==> src/rtl/adder_sequencer.sv <==
// Multi-nibble add/subtract sequencer that reuses one 4-bit ripple-carry adder, LSB nibble first.
// Optional subtraction is built only when ADDER_SEQUENCER_SUB_EN is defined.

module ripple_carry_adder (
  input  logic [3:0] a,
  input  logic [3:0] b,
  input  logic       cin,
  output logic [3:0] sum,
  output logic       cout
);

  logic [4:0] c;

  assign c[0] = cin;

  for (genvar i = 0; i < 4; i++) begin : g_bit
    assign sum[i]   = a[i] ^ b[i] ^ c[i];
    assign c[i + 1] = (a[i] & b[i]) | (c[i] & (a[i] ^ b[i]));
  end

  assign cout = c[4];

endmodule

module adder_sequencer #(
  parameter int NIBBLES = 4
) (
  input  logic                   clk,
  input  logic                   rst,
  input  logic                   start,
  input  logic [4*NIBBLES-1:0]   op_a,
  input  logic [4*NIBBLES-1:0]   op_b,
  input  logic                   cin,
  input  logic                   sub,
  output logic                   busy,
  output logic                   done,
  output logic [4*NIBBLES-1:0]   result,
  output logic                   cout,
  output logic                   overflow
);

  localparam int W  = 4 * NIBBLES;
  localparam int IW = (NIBBLES > 1) ? $clog2(NIBBLES) : 1;

  typedef enum logic [1:0] {
    IDLE,
    RUN,
    DONE
  } state_t;

  state_t         state;
  state_t         state_next;
  logic           accept;

  logic [W-1:0]   a_reg;
  logic [W-1:0]   b_reg;
  logic           carry;
  logic [IW-1:0]  idx;
  logic           last;

  logic [W-1:0]   b_in;
  logic           carry_in;

  logic [3:0]     a_nib;
  logic [3:0]     b_nib;
  logic [3:0]     sum_nib;
  logic           add_cout;

`ifdef ADDER_SEQUENCER_SUB_EN
  // Subtraction is A + ~B + 1; cin is deliberately ignored in that mode.
  assign b_in     = sub ? ~op_b : op_b;
  assign carry_in = sub | cin;
`else
  logic unused_sub;
  assign unused_sub = sub;
  assign b_in       = op_b;
  assign carry_in   = cin;
`endif

  assign a_nib = a_reg[4*idx +: 4];
  assign b_nib = b_reg[4*idx +: 4];
  assign last  = (idx == IW'(NIBBLES - 1));

  ripple_carry_adder u_rca (
    .a    (a_nib),
    .b    (b_nib),
    .cin  (carry),
    .sum  (sum_nib),
    .cout (add_cout)
  );

  always_ff @(posedge clk) begin
    if (rst) begin
      state <= IDLE;
    end else begin
      state <= state_next;
    end
  end

  always_comb begin
    state_next = state;
    accept     = 1'b0;
    busy       = 1'b0;
    done       = 1'b0;
    case (state)
      IDLE: begin
        if (start) begin
          accept     = 1'b1;
          state_next = RUN;
        end
      end
      RUN: begin
        busy = 1'b1;
        if (last) begin
          state_next = DONE;
        end
      end
      DONE: begin
        done = 1'b1;
        if (start) begin
          accept     = 1'b1;
          state_next = RUN;
        end else begin
          state_next = IDLE;
        end
      end
      default: state_next = IDLE;
    endcase
  end

  // Flags come from the top nibble only; the idx wrap keeps the nibble select in range outside RUN.
  always_ff @(posedge clk) begin
    if (rst) begin
      a_reg    <= '0;
      b_reg    <= '0;
      carry    <= 1'b0;
      idx      <= '0;
      result   <= '0;
      cout     <= 1'b0;
      overflow <= 1'b0;
    end else if (accept) begin
      a_reg  <= op_a;
      b_reg  <= b_in;
      carry  <= carry_in;
      idx    <= '0;
      result <= '0;
    end else if (state == RUN) begin
      result[4*idx +: 4] <= sum_nib;
      carry              <= add_cout;
      idx                <= last ? '0 : idx + 1'b1;
      if (last) begin
        cout     <= add_cout;
        overflow <= (a_nib[3] == b_nib[3]) && (sum_nib[3] != a_nib[3]);
      end
    end
  end

endmodule
==> config.mk <==
export PLATFORM = sky130hd
export DESIGN_NAME = adder_sequencer
export DESIGN_NICKNAME = d
export VERILOG_FILES = /design/src/rtl/adder_sequencer.sv
export SDC_FILE = /design/constraint.sdc
export NUM_CORES = 1
export LEC_CHECK = 0
export CORE_MARGIN = 3
export CORE_UTILIZATION = 50
export DETAILED_ROUTE_END_ITERATION = 12
export GPL_ROUTABILITY_DRIVEN = 0
export PLACE_DENSITY = 0.8
export SYNTH_ARGS = -nofsm -noshare
export SYNTH_HDL_FRONTEND = slang
export SYNTH_SLANG_ARGS = --single-unit
==> constraint.sdc <==
create_clock -name clk -period 5.8 [get_ports clk]
set_clock_uncertainty 0.15 [all_clocks]
set_input_delay 1.74 -clock clk [delete_from_list [all_inputs] [get_ports clk]]
set_output_delay 1.74 -clock clk [all_outputs]
set_load 0.01 [all_outputs]
==> metrics.md <==
| Metric | Value |
|---|---|
| Max-slew headroom | 26.5% |
| Post-DRT Antenna Nets | 0 |
| Synthesized cell area | 0.00243 mm2 |
| Initial Utilization | 53.6% |
| Setup violators final | 0 |
| Via count | 2056 |
| Number of cells upsized or downsized after cts | 0 |
| WL final | 5020 um |
| Layout cells sized above 1 | 5.57% |
| Drt first pass iters | 4 |
| Global-route wire length before repair | 8110 um |
| Gate Count Post-Synth | 276 |
| H-tree depth | 2 |
| Port Buffers | 55 |
| Top cells by area, synth | dfxtp_1 45%, nand2_1 12%, a21oi_1 8.9%, mux4_2 5.6%, ha_1 3.6% |
| Yosys reg bits | 55 |
| Largest net degree at the start of global routing | 40 |
| Design area | 0.00308 mm2 |
| Worst path required time | 3910 ps |
| Final Hold Fails | 0 |
| # DRC | 0 |
| Core area | 0.00453 mm2 |
| Cells on worst reg2reg path | 9 |
| Yosys top cell area share | 45.3% |
| Root Buffer | clkbuf_8 |
| RSZ-0062 raised after global routing | false |
| Ant diodes | 0 |
| Asr flop ratio synth | 0% |
| Most frequent cells in the layout | 79 x nand2_1, 55 x dfxtp_1, 55 x clkdlybuf4s50_1 |
| Fmax | 271 MHz |
| Initial antenna violation count | 0 |
| Post-DP Area | 0.00299 mm2 |
| Setup bufs post-CTS | 0 |
| Post-synthesis sequential area ratio | 45.3% |
| Status | completed |
| Final hold slack | 303 ps |
| Commonest non-fill, non-tap cell in the layout | nand2_1 |
| Yosys warns | 0 |
| WHS Path Cells | 2 |
| Num rows | 24 |
| Number of library cell types mapped by synthesis | 26 |
| Fillers | 391 |
| Syn avg cell area | 8.80 um2 |
| Post-synth EDFFs | 0 |
| Placed cell count | 380 |
| CTS max path bufs | 2 |
| Min-Delay Path Class | flip-flop to flip-flop |
| Avg WL per Cell | 12.9 um |
| Setup_tns | 0 ps |
| Vias/cell | 5.30 |
| Crit start category | flip-flop |
| Die Y | 75.7 um |
| DP Wirelength | 3530 um |
| Max cap viols | 0 |
| Cts bufs inserted | 5 |
| Main synth FF type | dfxtp_1 |
| Clock Sinks | 55 |
| CP endpoint kind | primary output |
| Critical Path AT | 1800 ps |
| Iter 0 DRT Violations | 115 |
| GRT Overall Usage | 18.3% |
| Hold-fix buffer count after cts | 0 |
| CTS tree | done |
| Power Density | 231 mW/mm2 |
| Final Max Slew Viols | 0 |
| Final net count | 370 |
| Die Area | 0.00573 mm2 |
| Clk Latency, worst-skew pair | 300 ps |
| I/O Pins | 57 |
| Tcrit/Tclk final | 63.6% |
| Min Tclk post-route | 3690 ps |
| Number of global-route vias before repair | 1943 |
| Worst Setup Path Type | flip-flop to primary output |
| Die width | 75.7 um |
| Reg clk slew, reported paths | 90 ps |
| GRT Residual Overflow | 0 |
| Crit Path Max Fanout | 12 |
| Lkg Pwr | 0.00112 uW |
| Final std cells w/o fill | 388 |
| Yosys top cell by area | dfxtp_1 |
| Final core utilization | 67.9% |
| Slew @ Worst Pin | 1100 ps |
| Post-synth net total | 324 |
| Layout area overhead | 26.7% |
| Worst VDD drop | 0.141 mV |
worst max-delay path, stage by stage (launching register included):
cell and delay [ps]:
dfxtp_1 570, nand2b_1 210, inv_1 170, clkdlybuf4s50_1 550
routing by layer:
layer / wire length (um) / track usage [%]
met3: 291 / 4.35
met1: 2160 / 21.8
met4: 62 / 7.38
met5: 0 / 0
met2: 2500 / 31.7
synth_stat cells (2+ instances only):
cell	number
nor2_1	11
clkbuf_1	6
nor3b_1	2
inv_1	11
nand2_1	79
buf_2	11
nor2b_1	4
nand3b_1	6
fa_1	4
dfxtp_1	55
nand2b_1	3
mux4_2	6
nand3_1	5
and3b_1	2
a32oi_1	8
a21oi_1	43
nand4_1	4
ha_1	7
mux4_1	2
worst paths after layout:
kind	slack, ps	from	to
setup / recovery	2110	state[0]	busy
hold / removal	300	result[1]	result[1]
setup reg to reg	2280	idx[0]	overflow
hold reg to reg	300	result[1]	result[1]
logic make-up after synthesis:
family | synth area share (%)
AOI/OAI and AO/OA | 12.7
adders and majority gates | 6.90
buffers and inverters | 5.20
DFF | 45.3
muxes | 7.72
and+or+nand+nor | 22.2
per-stage QoR:
stage                     setup slack, ps  total power [uW]
after detailed placement             2110               520
after floorplan                      2740               477
final                                2110               711
after global routing                 1990               744
after CTS                            2120               716
after global placement               2160               517
power breakdown:
group	switching (uW)	total, uW	internal, uW
logic	54.2	105	51.2
clock network	117	200	82.9
registers	12.2	406	393
total	184	711	528
final cells by class:
| cell class | instances | area, um2 | share of cell area (%) |
|---|---|---|---|
| multi-input combinational | 192 | 1200 | 39.1 |
| clock buffer | 5 | 68.8 | 2.24 |
| sequential | 55 | 1100 | 35.8 |
| tap | 65 | 81.3 | 2.64 |
| timing repair buffer | 57 | 566 | 18.4 |
| clock inverter | 3 | 15.0 | 0.488 |
| inverter | 11 | 41.3 | 1.34 |
Note: power is estimated with default switching activity, not from simulation.
